File: config.mk
export PLATFORM = sky130hd
export DESIGN_NAME = win_mul_arbiter_flat
export DESIGN_NICKNAME = d
export VERILOG_FILES = /design/src/rtl/win_mul_arbiter_if.sv /design/src/rtl/win_mul_arbiter.sv /design/src/flat_wrapper.sv
export SDC_FILE = /design/constraint.sdc
export NUM_CORES = 1
export LEC_CHECK = 0
export ABC_AREA = 1
export CORE_ASPECT_RATIO = 2
export CORE_MARGIN = 5
export CORE_UTILIZATION = 46
export DETAILED_ROUTE_END_ITERATION = 6
export PLACE_DENSITY = 0.95
export SLEW_MARGIN = 10
export SYNTH_ARGS = -nofsm -noshare
export SYNTH_HDL_FRONTEND = slang
export SYNTH_SLANG_ARGS = --single-unit
export TNS_END_PERCENT = 1
File: constraint.sdc
create_clock -name clk -period 5.2 [get_ports clk]
set_clock_uncertainty 0.05 [all_clocks]
set_input_delay 1.04 -clock clk [delete_from_list [all_inputs] [get_ports clk]]
set_output_delay 1.04 -clock clk [all_outputs]
set_load 0.01 [all_outputs]
File: src/rtl/win_mul_arbiter_if.sv
// Requester/response bundle for win_mul_arbiter.
// The master side drives operands and consumes grants and results. The slave
// side is the arbiter itself.
interface win_mul_arbiter_if #(
    parameter int N_REQ = 4,
    parameter int ID_W  = 2
);
    logic [N_REQ-1:0]   req_valid;
    logic [8*N_REQ-1:0] req_a;
    logic [8*N_REQ-1:0] req_b;
    logic [N_REQ-1:0]   req_ready;
    logic               rsp_valid;
    logic [15:0]        rsp_data;
    logic [ID_W-1:0]    rsp_id;
    logic               busy;

    modport master (
        output req_valid, req_a, req_b,
        input  req_ready, rsp_valid, rsp_data, rsp_id, busy
    );

    modport slave (
        input  req_valid, req_a, req_b,
        output req_ready, rsp_valid, rsp_data, rsp_id, busy
    );
endinterface

File: src/rtl/win_mul_arbiter.sv
// Round-robin sharing of one free-running multi-cycle 8-bit multiplier.
// The block accepts one operand pair at a time and holds it on the multiplier
// for HOLD_CYC cycles, so that any phase of the multiplier's internal cycle
// has settled. It then captures the product and returns it tagged with the
// index of the requester that owns it.
module win_mul_arbiter #(
    parameter int N_REQ    = 4,
    parameter int ID_W     = 2,
    parameter int HOLD_CYC = 8
) (
    input  logic                clk,
    input  logic                rst_n,
    input  logic                clr,
    win_mul_arbiter_if.slave    bus,
    output logic [7:0]          mul_a,
    output logic [7:0]          mul_b,
    input  logic [15:0]         mul_out
);

    localparam int CNT_W = (HOLD_CYC > 2) ? $clog2(HOLD_CYC) : 1;

    typedef enum logic [0:0] {
        IDLE = 1'b0,
        HOLD = 1'b1
    } state_t;

    state_t             state_reg;
    state_t             state_next;
    logic [CNT_W-1:0]   cnt_reg;
    logic [7:0]         a_reg;
    logic [7:0]         b_reg;
    logic [ID_W-1:0]    id_reg;
    logic [ID_W-1:0]    last_grant_reg;
    logic               rsp_valid_reg;
    logic [15:0]        rsp_data_reg;
    logic [ID_W-1:0]    rsp_id_reg;

    logic [7:0]         a_arr [N_REQ];
    logic [7:0]         b_arr [N_REQ];
    logic               grant_found;
    logic [ID_W-1:0]    grant_id;
    logic               accept;
    logic               capture;
    int                 cand;

    // Unpack the flat operand buses into per-requester bytes.
    for (genvar gi = 0; gi < N_REQ; gi++) begin : g_unpack
        assign a_arr[gi] = bus.req_a[8*gi +: 8];
        assign b_arr[gi] = bus.req_b[8*gi +: 8];
    end

    // Round-robin search: the first valid requester upward from last_grant+1.
    always_comb begin
        grant_found = 1'b0;
        grant_id    = '0;
        cand        = 0;
        for (int k = 0; k < N_REQ; k++) begin
            cand = int'(last_grant_reg) + 1 + k;
            if (cand >= N_REQ) begin
                cand = cand - N_REQ;
            end
            if (!grant_found && bus.req_valid[cand[ID_W-1:0]]) begin
                grant_found = 1'b1;
                grant_id    = cand[ID_W-1:0];
            end
        end
    end

    // A grant is issued only while idle. No grant is issued while reset or an abort is active.
    assign accept  = rst_n && (state_reg == IDLE) && !clr && grant_found;
    assign capture = (state_reg == HOLD) && (cnt_reg == '0);

    // One-hot ready back to the winning requester.
    for (genvar gi = 0; gi < N_REQ; gi++) begin : g_ready
        assign bus.req_ready[gi] = accept && (grant_id == ID_W'(gi));
    end

    // State register.
    always_ff @(posedge clk or negedge rst_n) begin
        if (!rst_n) begin
            state_reg <= IDLE;
        end else begin
            state_reg <= state_next;
        end
    end

    // Next-state logic: an abort forces idle. Otherwise the state is held until the countdown expires.
    always_comb begin
        state_next = state_reg;
        if (clr) begin
            state_next = IDLE;
        end else begin
            case (state_reg)
                IDLE:    if (accept)         state_next = HOLD;
                HOLD:    if (cnt_reg == '0)  state_next = IDLE;
                default:                     state_next = IDLE;
            endcase
        end
    end

    // Operand latch, owner index, round-robin pointer and hold countdown.
    always_ff @(posedge clk or negedge rst_n) begin
        if (!rst_n) begin
            cnt_reg        <= '0;
            a_reg          <= '0;
            b_reg          <= '0;
            id_reg         <= '0;
            last_grant_reg <= ID_W'(N_REQ - 1);
        end else if (clr) begin
            cnt_reg <= '0;
        end else if (accept) begin
            a_reg          <= a_arr[grant_id];
            b_reg          <= b_arr[grant_id];
            id_reg         <= grant_id;
            last_grant_reg <= grant_id;
            cnt_reg        <= CNT_W'(HOLD_CYC - 1);
        end else if ((state_reg == HOLD) && (cnt_reg != '0)) begin
            cnt_reg <= cnt_reg - CNT_W'(1);
        end
    end

    // Capture the settled product on the final hold cycle and strobe it for one cycle.
    always_ff @(posedge clk or negedge rst_n) begin
        if (!rst_n) begin
            rsp_valid_reg <= 1'b0;
            rsp_data_reg  <= '0;
            rsp_id_reg    <= '0;
        end else if (clr) begin
            rsp_valid_reg <= 1'b0;
        end else begin
            rsp_valid_reg <= capture;
            if (capture) begin
                rsp_data_reg <= mul_out;
                rsp_id_reg   <= id_reg;
            end
        end
    end

    assign bus.busy      = (state_reg == HOLD);
    assign bus.rsp_valid = rsp_valid_reg;
    assign bus.rsp_data  = rsp_data_reg;
    assign bus.rsp_id    = rsp_id_reg;
    assign mul_a         = (state_reg == HOLD) ? a_reg : 8'h00;
    assign mul_b         = (state_reg == HOLD) ? b_reg : 8'h00;

endmodule

File: src/flat_wrapper.sv
// flat-port wrapper written by rule: the top's interface ports become plain ports
module win_mul_arbiter_flat 
#(
    parameter int N_REQ    = 4,
    parameter int ID_W     = 2,
    parameter int HOLD_CYC = 8
)
  (clk, rst_n, clr, mul_a, mul_b, mul_out, bus_req_valid, bus_req_a, bus_req_b, bus_req_ready, bus_rsp_valid, bus_rsp_data, bus_rsp_id, bus_busy);
  win_mul_arbiter_if #(.N_REQ(N_REQ), .ID_W(ID_W)) bus_i ();
  input  logic clk;
  input  logic rst_n;
  input  logic clr;
  output logic [7:0] mul_a;
  output logic [7:0] mul_b;
  input  logic [15:0] mul_out;
  input wire logic [$bits(bus_i.req_valid)-1:0] bus_req_valid;
  input wire logic [$bits(bus_i.req_a)-1:0] bus_req_a;
  input wire logic [$bits(bus_i.req_b)-1:0] bus_req_b;
  output wire logic [$bits(bus_i.req_ready)-1:0] bus_req_ready;
  output wire logic [$bits(bus_i.rsp_valid)-1:0] bus_rsp_valid;
  output wire logic [$bits(bus_i.rsp_data)-1:0] bus_rsp_data;
  output wire logic [$bits(bus_i.rsp_id)-1:0] bus_rsp_id;
  output wire logic [$bits(bus_i.busy)-1:0] bus_busy;
  assign bus_i.req_valid = bus_req_valid;
  assign bus_i.req_a = bus_req_a;
  assign bus_i.req_b = bus_req_b;
  assign bus_req_ready = bus_i.req_ready;
  assign bus_rsp_valid = bus_i.rsp_valid;
  assign bus_rsp_data = bus_i.rsp_data;
  assign bus_rsp_id = bus_i.rsp_id;
  assign bus_busy = bus_i.busy;
  win_mul_arbiter #(.N_REQ(N_REQ), .ID_W(ID_W), .HOLD_CYC(HOLD_CYC)) u_core (.clk(clk), .rst_n(rst_n), .clr(clr), .bus(bus_i), .mul_a(mul_a), .mul_b(mul_b), .mul_out(mul_out));
endmodule
-- After elaboration in Yosys (flattened, before gate mapping)
Index checks and enable logic that the tools add are counted.
- flip-flop bits (word level): 43
- output and inout bits: 40
- word-level logic and storage cells: 91
- add/subtract/negate cells: 9
- order comparisons: 9
- eq/ne operators: 3
- mux-type cells: 36
- bitwise gates (word level): 3
- reduce and logical (&&, ||, !) cells: 22
- operators with widths (operator ; count):
    greater-or-equal comparator 32 x 4 -> 1 bit (second input constant) ; 3
    2-to-1 mux 8 bit ; 6
    binary-select mux 8 bit (select 2 bit) ; 2
    2-to-1 mux 2 bit ; 8
    logical AND 1 bit ; 12
    less-than comparator 2 x 3 -> 1 bit (second input constant) ; 4
    2-to-1 mux 1 bit ; 12
    2-to-1 mux 3 bit ; 3
    adder 3 x 2 -> 4 bit (second input constant) ; 2
    binary-select mux 1 bit (select 2 bit) ; 4
    subtractor 2 x 1 -> 2 bit (second input constant) ; 4
    greater-or-equal comparator 3 bit (second input constant) ; 2
    nonzero test 3 bit ; 2
    adder 3 x 1 -> 4 bit (second input constant) ; 1
    equality test 2 bit (second input constant) ; 2
    logical NOT 1 bit ; 4
    AND reduction 2 bit ; 2
    adder 2 x 1 -> 3 bit (second input constant) ; 1
    logical NOT 3 bit ; 1
    inverter 2 -> 3 bit ; 1
    subtractor 3 x 1 -> 3 bit (second input constant) ; 1
    equality test 2 x 1 -> 1 bit (second input constant) ; 1
    logical NOT 2 bit ; 1
    inverter 1 bit ; 2
    case mux 1 bit (2 select lines) ; 1

-- Logic depth before layout (Yosys ltp)
Gate-level depths: netlist (run 1).
- word-level depth: 19
- depth in mapped cells: 17
- mapped depth without buffers: 15

-- Worst setup path after synthesis (run 1)
OpenSTA, ideal clock, no wires.
- kind: input port to output port
- start point: in bus_req_valid[0]
- end point: out bus_req_ready[2]
- arrival: 2.183 ns
- required time: 4.110 ns
- path slack: 1.927 ns
- stages on the path: 9
- buffers on the path: 1
- cells stage by stage: inv_1 -> nand2_1 -> nand2_1 -> o21ai_2 -> nand4_2 -> nand2_4 -> inv_2 -> buf_2 -> nor3_1
- longest elaborated chain between the ends: 14
- elaborated cells on any way between the ends: 25
- classes of those cells: eq/ne: 1; mux: 16; reduce/logical: 8
- ends and longest elaborated chain (what ; RTL line ; RTL):
    from (decl) ; flat_wrapper.sv:16 ; input wire logic [$bits(bus_i.req_valid)-1:0] bus_req_valid;
    binary-select mux 1 bit (select 2 bit) ; win_mul_arbiter.sv:62 ; if (!grant_found && bus.req_valid[cand[ID_W-1:0]]) begin
    2-to-1 mux 1 bit (implied by the code) ; win_mul_arbiter.sv:62 ;
    2-to-1 mux 1 bit ; win_mul_arbiter.sv:62 ;
    logical NOT 1 bit ; win_mul_arbiter.sv:62 ;
    logical AND 1 bit ; win_mul_arbiter.sv:62 ;
    2-to-1 mux 1 bit ; win_mul_arbiter.sv:62 ;
    logical NOT 1 bit ; win_mul_arbiter.sv:62 ;
    logical AND 1 bit ; win_mul_arbiter.sv:62 ;
    2-to-1 mux 1 bit ; win_mul_arbiter.sv:62 ;
    logical NOT 1 bit ; win_mul_arbiter.sv:62 ;
    logical AND 1 bit ; win_mul_arbiter.sv:62 ;
    2-to-1 mux 2 bit / 2-to-1 mux 1 bit (equally long branches) ; win_mul_arbiter.sv:62 ;
    equality test 2 bit / logical AND 1 bit (equally long branches) ; win_mul_arbiter.sv:75, win_mul_arbiter.sv:70 ;
    logical AND 1 bit * ; win_mul_arbiter.sv:75 ; assign bus.req_ready[gi] = accept && (grant_id == ID_W'(gi));
    to (decl) ; flat_wrapper.sv:19 ; output wire logic [$bits(bus_i.req_ready)-1:0] bus_req_ready;
Mark *: on every way between the ends. The rest lies on a longest branch, timed or not. The select of a mux whose other input is x is not followed.

-- Worst setup path after layout (run 1)
- start point: in bus_req_valid[2]
- end point: out bus_req_ready[0]
- longest elaborated chain between the ends: 14
- elaborated cells on any way between the ends: 25
- classes of those cells: mux: 16; reduce/logical: 9
- ends and longest elaborated chain (what ; RTL line):
    binary-select mux 1 bit (select 2 bit) ; win_mul_arbiter.sv:62
    2-to-1 mux 1 bit (implied by the code) ; win_mul_arbiter.sv:62
    2-to-1 mux 1 bit ; win_mul_arbiter.sv:62
    logical NOT 1 bit ; win_mul_arbiter.sv:62
    logical AND 1 bit ; win_mul_arbiter.sv:62
    2-to-1 mux 1 bit ; win_mul_arbiter.sv:62
    logical NOT 1 bit ; win_mul_arbiter.sv:62
    logical AND 1 bit ; win_mul_arbiter.sv:62
    2-to-1 mux 1 bit ; win_mul_arbiter.sv:62
    logical NOT 1 bit ; win_mul_arbiter.sv:62
    logical AND 1 bit ; win_mul_arbiter.sv:62
    2-to-1 mux 2 bit / 2-to-1 mux 1 bit (equally long branches) ; win_mul_arbiter.sv:62
    logical NOT 2 bit / logical AND 1 bit (equally long branches) ; win_mul_arbiter.sv:75, win_mul_arbiter.sv:70
    logical AND 1 bit * ; win_mul_arbiter.sv:75
Marked as above.

==> impl_metrics.csv, run 1 <==
group,metric,value,unit
layout,final_net_count,646,
floorplan,placementRows,40,
setup_path,setup.worst_path.class,"in -> out",
setup_path,worstPathMaxFanout,18,
synth,netlist_area,2810,sq um
place,port_buffers,126,
clocking,tritoncts_num_sinks,43,
floorplan,initial_utilization,0.468,
synth,synth.net_count,530,
pwr,power.leakage,2.30,nW
layout,layout-drive-gt1-share,0.0609,
place,dp_cells,613,
layout,ant_cells,0,
route,drt_pre_antenna_iters,4,
setup_path,cpPeakStageDelay,550,ps
clocking,cts.htree.levels,2,
timing,timing.final.crit_period,4430,ps
synth,synth_top_cell_area_share,0.365,
pwr,pwr_density_cell,564,nW/um^2
setup_path,slowest_stage,"sky130_fd_sc_hd__clkdlybuf4s50_1",
clocking,clock_tree_from_tritoncts,"built",
layout,area_growth_syn_to_layout,50.4,%
setup_path,startpoint_type,"input port",
synth,sequential_to_total_area_share_from_yosys_stat,0.383,
timing,drv_slew,0,
floorplan,coreArea,6010,sq um
route,post_drt_wl_per_cell,13.2,um
clocking,cts.repair.resized,0,
route,drc_errors,0,
timing,max_freq,226,MHz
global_route,grt_start_max_net_pins,44,
route,drt-vias-per-instance,5.01,
timing,grt_setup_unrepaired,"false",
setup_path,critical_path.top_delay_family,"buffers and inverters",
status,run_status,"completed",
floorplan,floorplan.die.width,65.3,um
timing,report.final.hold_viol_count,0,
pwr,switching_fraction_of_total_power,0.461,
layout,stdcell_area,4230,sq um
synth,ys_async_sr_fraction,1.00,
synth,postSynthRegisterBits,43,
pwr,internal_power,1.29,mW
layout,largest_register_ff_count,16,
pwr,total_switching_power,1.10,mW
floorplan,chipHeight,121,um
floorplan,ioPinCount,127,
synth,synth.largest_area_cell,"sky130_fd_sc_hd__dfrtp_1",
synth,ys.warnings.count,0,
synth,main_flop_type_after_synthesis,"sky130_fd_sc_hd__dfrtp_1",
pwr,p_comb_frac,0.597,
setup_path,r2r-start,"u_core.last_grant_reg[0]",
synth,synthCells,441,
setup_path,worst_path_most_repeated_cell,"sky130_fd_sc_hd__nand2_1",
clocking,cts_post_setup_buffers_inserted,0,
timing,tns,0,ps
route,antenna_left,0,
min_path,worstHoldEndpoint,"u_core.bus.rsp_data[7]",
clocking,cts_root_buf,"sky130_fd_sc_hd__clkbuf_16",
job,maxCapViolations,0,
timing,tightestPinTransition,1160,ps
timing,timing.max_slew.rel_slack,0.227,
synth,post_synth.cell_area_avg,6.38,sq um
clocking,worstSkewPairLatency,280,ps
layout,layout.filler_cells,481,
floorplan,fp.dieArea,7870,sq um
setup_path,cp_data_required_time,4110,ps
min_path,worst_hold_path.num_cells,2,
place,detailed_place_hpwl,6640,um
route,route.vias.total,3114,
place,routabilityCongestion,0.866,
setup_path,crit_chain,"clkdlybuf4s50_1, nand2_1, nand2_1, nand2_1, nand2_1, inv_2, nand4_2, nand2_4, nor2_2, inv_1, nor2_1, clkdlybuf4s50_1",
global_route,grt_overflow,0,
place,placed_cell_area,4060,sq um
timing,final_period_util,0.852,
setup_path,nature_of_the_critical_path_endpoint,"output pin",
setup_path,cp.arrival,3340,ps
global_route,antenna_found_initial,0,
min_path,timing.hold.worst.class,"reg -> reg",
min_path,min_from,"u_core.bus.rsp_data[7]",
pwr,vdd_drop_max,0.000313,V
synth,synth_edf_count,0,
clocking,cts_hold_repair.buffers,0,
pwr,power.sequential.fraction,0.252,
route,postRouteWirelength,8230,um
clocking,clkTransAtPathRegs,60,ps
synth,synthDistinctLibCells,29,
timing,report.final.setup_viol,0,
pwr,power_frac_clock,0.151,
global_route,grt_pass1_wl,13500,um
route,drt_iter0_markers,79,
setup_path,critPathBufInv,4,
global_route,grt_pass1_vias,3081,
setup_path,ff2ff_path_depth,13,
clocking,cts_made_buffers,5,
clocking,cts_max_path_buffers,2,
setup_path,rr_endpoint,"u_core.a_reg[0]",
setup_path,setup.reg_to_reg.worst_slack,2240,ps
layout,instances_no_fill,621,
global_route,groute.usage.overall,0.216,
synth,synth.top_cells.by_area,"sky130_fd_sc_hd__dfrtp_1, sky130_fd_sc_hd__nand2_1, sky130_fd_sc_hd__nand3_1",
==> cells in the mapped netlist, drive strengths merged (3+ instances only) <==
master and n:
inv 64, o21ai 11, nand3 51, buf 17, clkbuf 5, nand2 226, nand4 3, dfrtp 41
nor2 8, o211ai 6
==> worst max path at each step <==
stage	startpoint	end	slack, ps	cells after the start
2_1_floorplan	bus_req_valid[0]	bus_req_ready[2]	1930	9
3_3_place_gp	bus_req_valid[1]	bus_req_ready[1]	840	10
3_5_place_dp	bus_req_valid[3]	bus_req_ready[0]	770	12
4_1_cts	bus_req_valid[3]	bus_req_ready[0]	780	12
5_1_grt	bus_req_valid[3]	bus_req_ready[1]	530	12
6_report	bus_req_valid[2]	bus_req_ready[0]	770	12
==> final cells by class <==
type	instances	area [sq um]	share of cell area
multi-input cells	312	1370	0.323
repair buffers	131	1290	0.306
flip-flops and latches	43	1080	0.255
inverters	64	240	0.0568
clock buffers	6	139	0.0328
well taps	63	78.8	0.0186
clock inverters	2	35.0	0.00828
==> cell families (layout without fill, tap and decap cells) <==
| group | count (synthesis) | after routing | synth area share |
|---|---|---|---|
| xor+xnor | 1 | 1 | 0.00311 |
| compound gates | 19 | 19 | 0.0445 |
| simple gates | 290 | 290 | 0.429 |
| buf+inv | 86 | 203 | 0.131 |
| fa+ha+maj | 2 | 2 | 0.00890 |
| flops | 43 | 43 | 0.383 |
==> worst register-to-register path, stage by stage (launching register included) <==
cell	delay (ps)
sky130_fd_sc_hd__dfstp_2	680
sky130_fd_sc_hd__inv_2	160
sky130_fd_sc_hd__nand2_1	80
sky130_fd_sc_hd__nand2_1	110
sky130_fd_sc_hd__nand2_1	90
sky130_fd_sc_hd__nand2_1	100
sky130_fd_sc_hd__nand3_1	130
sky130_fd_sc_hd__nor2_1	50
sky130_fd_sc_hd__nor2_1	870
sky130_fd_sc_hd__nand3_1	170
sky130_fd_sc_hd__nand3_1	170
sky130_fd_sc_hd__nand2_1	60
sky130_fd_sc_hd__nand2_1	70
sky130_fd_sc_hd__nand2_1	60
==> metal layers <==
| metal | track usage | up-vias | routed length (um) |
|---|---|---|---|
| li1 | - | 1563 | - |
| met1 | 0.214 | 1420 | 2810 |
| met2 | 0.425 | 106 | 4710 |
| met3 | 0.0251 | 25 | 410 |
| met4 | 0.101 | 0 | 303 |
| met5 | 0 | - | 0 |
==> cell usage in the layout, fill, tap and decap left out, types with 2 or more instances in the layout <==
cell                              Yosys  final
sky130_fd_sc_hd__o21ai_1              6      6
sky130_fd_sc_hd__buf_4                5      5
sky130_fd_sc_hd__inv_1               57     57
sky130_fd_sc_hd__o21ai_0              3      3
sky130_fd_sc_hd__ha_1                 2      2
sky130_fd_sc_hd__nand3_1             50     50
sky130_fd_sc_hd__a21oi_1              2      2
sky130_fd_sc_hd__nor2_1               6      6
sky130_fd_sc_hd__nand2_1            223    223
sky130_fd_sc_hd__clkbuf_16            0      5
sky130_fd_sc_hd__inv_2                7      7
sky130_fd_sc_hd__dfstp_2              2      2
sky130_fd_sc_hd__nand4_2              2      2
sky130_fd_sc_hd__o211ai_1             6      6
sky130_fd_sc_hd__clkdlybuf4s50_1      0    125
sky130_fd_sc_hd__dfrtp_1             41     41
sky130_fd_sc_hd__nand2_2              2      2
==> power by group through the flow <==
stage,Sequential (mW),Combinational [mW],Clock (mW)
6_report,0.603,1.42,0.360
5_1_grt,0.623,1.61,0.379
4_1_cts,0.602,1.43,0.363
3_5_place_dp,0.604,1.42,0
3_3_place_gp,0.592,1.38,0
2_1_floorplan,0.599,1.00,0
==> per-stage QoR <==
stage / power (mW) / utilization / setup WS [ps] / hold slack (ps)
2_1_floorplan: 1.60 / - / 1930 / 399
3_3_place_gp: 1.98 / 0.676 / 840 / 403
3_5_place_dp: 2.02 / 0.676 / 774 / 408
4_1_cts: 2.39 / 0.705 / 775 / 422
5_1_grt: 2.61 / 0.705 / 530 / 437
6_report: 2.39 / 0.705 / 767 / 420
Note: power is estimated with default switching activity, not from simulation.
==> run 2: changes to the inputs <==
- CORE_MARGIN: 5 -> not set
- MAX_ROUTING_LAYER: not set -> met4
==> impl_metrics.csv, run 2 (synthesis gave the netlist of run 1 again) <==
group,metric,value,unit
pwr,power.leakage,2.28,nW
floorplan,coreArea,5960,sq um
timing,tns,0,ps
route,drt_iter0_markers,145,
setup_path,cp.arrival,3590,ps
layout,instances_no_fill,620,
place,dp_cells,612,
clocking,cts_hold_repair.buffers,0,
timing,report.final.hold_viol_count,0,
timing,timing.max_slew.rel_slack,0.261,
floorplan,ioPinCount,127,
timing,setup_slack,521,ps
layout,largest_register_ff_count,16,
layout,final_common_cell,"sky130_fd_sc_hd__nand2_1",
setup_path,setup.worst_path.class,"in -> out",
timing,grt_setup_unrepaired,"false",
timing,report.final.setup_viol,0,
floorplan,chipHeight,113,um
global_route,grt_pass1_wl,12700,um
clocking,cts.htree.levels,2,
layout,multi_input_area,1370,sq um
job,maxCapViolations,0,
global_route,grt_pass1_vias,3037,
layout,ant_cells,0,
clocking,worstSkewPairLatency,280,ps
pwr,total_power,2.37,mW
status,run_status,"finished with violations",
global_route,groute.usage.overall,0.252,
floorplan,floorplan.die.width,57.3,um
route,post_drt_wl_per_cell,12.5,um
pwr,pwr_density_cell,562,nW/um^2
timing,final_period_util,0.900,
layout,stdcell_area,4210,sq um
setup_path,worst_path_most_repeated_cell,"sky130_fd_sc_hd__nand2_1",
layout,layout.filler_cells,472,
layout,layout-drive-gt1-share,0.0557,
route,drt-vias-per-instance,5.07,
pwr,vdd_drop_max,0.000349,V
setup_path,nature_of_the_critical_path_endpoint,"output pin",
timing,hold_ws,416,ps
layout,final_net_count,645,
timing,tightestPinTransition,1100,ps
layout,area_growth_syn_to_layout,49.8,%
layout,layout.cells.most_common_list,"sky130_fd_sc_hd__nand2_1, sky130_fd_sc_hd__clkdlybuf4s50_1, sky130_fd_sc_hd__inv_1",
clocking,cts.repair.resized,0,
route,drc_errors,16,
setup_path,critPathBufInv,3,
status,violations,"design-rule violations",
floorplan,fp.dieArea,6450,sq um
clocking,cts_root_buf,"sky130_fd_sc_hd__clkbuf_16",
setup_path,startpoint_type,"input port",
place,port_buffers,126,
clocking,clkTransAtPathRegs,60,ps
place,routabilityCongestion,0.832,
clocking,clock_tree_from_tritoncts,"built",
route,postRouteWirelength,7770,um
route,route.vias.total,3141,
place,pre_cts_slack,535,ps
floorplan,placementRows,40,
timing,max_freq,214,MHz
clocking,tritoncts_num_sinks,43,
floorplan,initial_utilization,0.472,
setup_path,worstPathMaxFanout,24,
route,antenna_left,0,
timing,drv_slew,0,
global_route,grt_overflow,0,
setup_path,critical_path.top_delay_family,"buffers and inverters",
clocking,cts_max_path_buffers,2,
setup_path,cp_data_required_time,4110,ps
global_route,antenna_found_initial,0,
clocking,cts_post_setup_buffers_inserted,0,
setup_path,cpPeakStageDelay,480,ps
min_path,timing.hold.worst.class,"reg -> reg",
timing,timing.final.crit_period,4680,ps
global_route,grt_start_max_net_pins,44,
place,detailed_place_hpwl,6160,um
clocking,cts_made_buffers,5,
setup_path,slowest_stage,"sky130_fd_sc_hd__clkdlybuf4s50_1",
layout,regArea,1080,sq um
setup_path,crit_chain,"clkdlybuf4s50_1, nand2_1, nand2_1, nand2_1, nand2_1, nor2_4, nand2_2, o21ai_4, inv_2, nand2_1, nor2_1, clkdlybuf4s50_1",
place,placed_cell_area,4050,sq um
layout,final_core_area_utilization,0.707,
route,drt_pre_antenna_iters,7,
## run 2: cell types whose count changed in the layout (fill, tap and decap cells not counted), sizes merged
| cell | delta |
|---|---|
| buf | -1 |
| clkbuf | +1 |
| clkinv | -1 |
## run 2: final timing paths
| check | depth (start not counted) | startpoint | slack [ps] | to |
|---|---|---|---|---|
| max | 12 | bus_req_valid[3] | 520 | bus_req_ready[3] |
| min | 2 | u_core.bus.rsp_data[3] | 420 | u_core.bus.rsp_data[3] |
| max reg2reg | 13 | u_core.last_grant_reg[0] | 2270 | u_core.b_reg[7] |
| min reg2reg | 2 | u_core.bus.rsp_data[3] | 420 | u_core.bus.rsp_data[3] |
| max in group asynchronous | 2 | rst_n | 3900 | u_core.last_grant_reg[0] |
| min in group asynchronous | 2 | rst_n | 830 | u_core.bus.rsp_data[11] |
## run 2: cell type report
type	count	area share
multi-input combinational	312	0.324
clock inverter	1	0.00713
inverter	64	0.0570
clock buffer	7	0.0315
sequential	43	0.256
tap	63	0.0187
timing repair buffer	130	0.305
## run 2: tightest hold or removal path: cells and delay by family, from the launching register on
| kind | cells | cell delay [ps] |
|---|---|---|
| AND/OR/NAND/NOR | 2 | 100 |
| flip-flops | 1 | 340 |
## run 2: routing by layer
| layer | GRT usage | routed length, um | up-vias |
|---|---|---|---|
| met5 | - | 0 | - |
| met4 | 0.114 | 273 | 0 |
| met3 | 0.0253 | 353 | 24 |
| met2 | 0.493 | 4420 | 121 |
| met1 | 0.233 | 2720 | 1437 |
| li1 | - | - | 1559 |
## run 2: power by group
group          total, mW  leakage, nW  internal, mW  switching, mW
registers          0.602        0.537         0.496          0.106
logic               1.42         1.67         0.552          0.872
clock network      0.341       0.0781         0.227          0.114
==> run 3: changes to the inputs <==
- SKIP_CTS_REPAIR_TIMING: not set -> 1
- SLEW_MARGIN: 10 -> 20
==> impl_metrics.csv, run 3 (synthesis gave the netlist of run 1 again) <==
group,metric,value,unit
route,drt_pre_antenna_iters,7,
setup_path,cp_data_required_time,4110,ps
setup_path,ff2ff_path_depth,11,
global_route,antenna_found_initial,0,
min_path,timing.hold.worst.class,"reg -> reg",
layout,stdcell_area,4220,sq um
global_route,grt_pass1_wl,12700,um
route,maxUsedRoutingLayer,"met4",
route,drc_errors,16,
job,maxCapViolations,0,
setup_path,setup.reg_to_reg.worst_slack,2490,ps
place,placed_cell_area,4050,sq um
route,drt_iter0_markers,143,
setup_path,startpoint_type,"input port",
route,m1_wire_length,2780,um
min_path,min_from,"u_core.bus.rsp_data[3]",
pwr,pwr_density_cell,562,nW/um^2
min_path,worst_hold_path.num_cells,2,
layout,final_common_cell,"sky130_fd_sc_hd__nand2_1",
route,route.vias.total,3129,
status,run_status,"finished with violations",
route,route.met3.wl,316,um
route,drt-vias-per-instance,5.05,
place,detailed_place_hpwl,6160,um
timing,max_freq,214,MHz
clocking,cts_max_path_buffers,2,
timing,drv_slew,0,
route,post_drt_wl_per_cell,12.6,um
pwr,vdd_drop_max,0.000350,V
setup_path,nature_of_the_critical_path_endpoint,"output pin",
timing,grt_setup_unrepaired,"false",
floorplan,placementRows,40,
timing,final_period_util,0.899,
timing,timing.final.crit_period,4680,ps
min_path,worstHoldEndpoint,"u_core.bus.rsp_data[3]",
timing,hold_ws,416,ps
setup_path,worstPathMaxFanout,24,
floorplan,floorplan.die.width,57.3,um
floorplan,ioPinCount,127,
global_route,grt_overflow,0,
layout,layout-drive-gt1-share,0.0575,
place,port_buffers,126,
global_route,grt_pass1_vias,3037,
setup_path,cp.arrival,3590,ps
global_route,groute.usage.overall,0.252,
timing,tightestPinTransition,684,ps
pwr,total_power,2.37,mW
layout,final_net_count,645,
timing,tns,0,ps
clocking,clkTransAtPathRegs,60,ps
layout,layout.cells.most_common_list,"sky130_fd_sc_hd__nand2_1, sky130_fd_sc_hd__clkdlybuf4s50_1, sky130_fd_sc_hd__inv_1",
route,met2_wirelength,4440,um
setup_path,r2r-start,"u_core.last_grant_reg[0]",
status,violations,"design-rule violations",
route,antenna_left,0,
pwr,power.leakage,2.29,nW
timing,timing.max_slew.rel_slack,0.544,
layout,largest_register_ff_count,16,
clocking,tritoncts_num_sinks,43,
floorplan,initial_utilization,0.472,
global_route,grt_start_max_net_pins,44,
floorplan,coreArea,5960,sq um
clocking,cts_root_buf,"sky130_fd_sc_hd__clkbuf_16",
clocking,clock_tree_from_tritoncts,"built",
clocking,cts.htree.levels,2,
floorplan,chipHeight,113,um
timing,report.final.hold_viol_count,0,
clocking,worstSkewPairLatency,280,ps
setup_path,setup.worst_path.class,"in -> out",
layout,area_growth_syn_to_layout,49.9,%
clocking,cts_made_buffers,5,
place,routabilityCongestion,0.832,
floorplan,fp.dieArea,6450,sq um
timing,report.final.setup_viol,0,
route,postRouteWirelength,7810,um
layout,ant_cells,0,
setup_path,rr_endpoint,"u_core.cnt_reg[2]",
run 3: worst max-delay path by stage:
stage	from	to	slack, ps	cells past startpoint
6_report	bus_req_valid[3]	bus_req_ready[3]	520	12
5_1_grt	bus_req_valid[2]	bus_req_ready[3]	320	12
4_1_cts	bus_req_valid[3]	bus_req_ready[3]	530	12
3_5_place_dp	bus_req_valid[3]	bus_req_ready[3]	540	12
3_3_place_gp	bus_req_valid[2]	bus_req_ready[3]	610	12
2_1_floorplan	bus_req_valid[0]	bus_req_ready[2]	1930	9
run 3: stage by stage:
| step | utilization | worst slack [ps] | cells |
|---|---|---|---|
| after floorplan | - | 1930 | 441 |
| final | 0.708 | 523 | 620 |
| after global routing | 0.708 | 316 | 620 |
| after CTS | 0.707 | 531 | 620 |
| after global placement | 0.680 | 611 | 612 |
| after detailed placement | 0.680 | 535 | 612 |
run 3: worst max-delay path: stages:
cell,delay (ps)
sky130_fd_sc_hd__clkdlybuf4s50_1,450
sky130_fd_sc_hd__nand2_1,100
sky130_fd_sc_hd__nand2_1,100
sky130_fd_sc_hd__nand2_1,70
sky130_fd_sc_hd__nand2_1,100
sky130_fd_sc_hd__nor2_4,180
sky130_fd_sc_hd__nand2_2,80
sky130_fd_sc_hd__o21ai_4,460
sky130_fd_sc_hd__inv_2,290
sky130_fd_sc_hd__nand2_1,180
sky130_fd_sc_hd__nor2_1,70
sky130_fd_sc_hd__clkdlybuf4s50_1,480
run 3: metal layers:
metal | global-route usage | vias up
met5 | - | -
met4 | 0.114 | 0
met3 | 0.0253 | 22
met2 | 0.493 | 109
met1 | 0.233 | 1438
li1 | - | 1560
run 3: power by group:
group	internal (mW)	total, mW	leakage (nW)	switching (mW)
Clock	0.227	0.341	0.0781	0.115
Sequential	0.496	0.602	0.537	0.106
Combinational	0.552	1.43	1.67	0.875
run 3: area by class of cell:
| class | count | area (sq um) |
|---|---|---|
| Fill cell | 471 | 1740 |
| Multi-Input combinational cell | 312 | 1370 |
| Timing Repair Buffer | 130 | 1290 |
| Sequential cell | 43 | 1080 |
| Inverter | 64 | 240 |
| Clock buffer | 7 | 133 |
| Tap cell | 63 | 78.8 |
| Clock inverter | 1 | 30.0 |
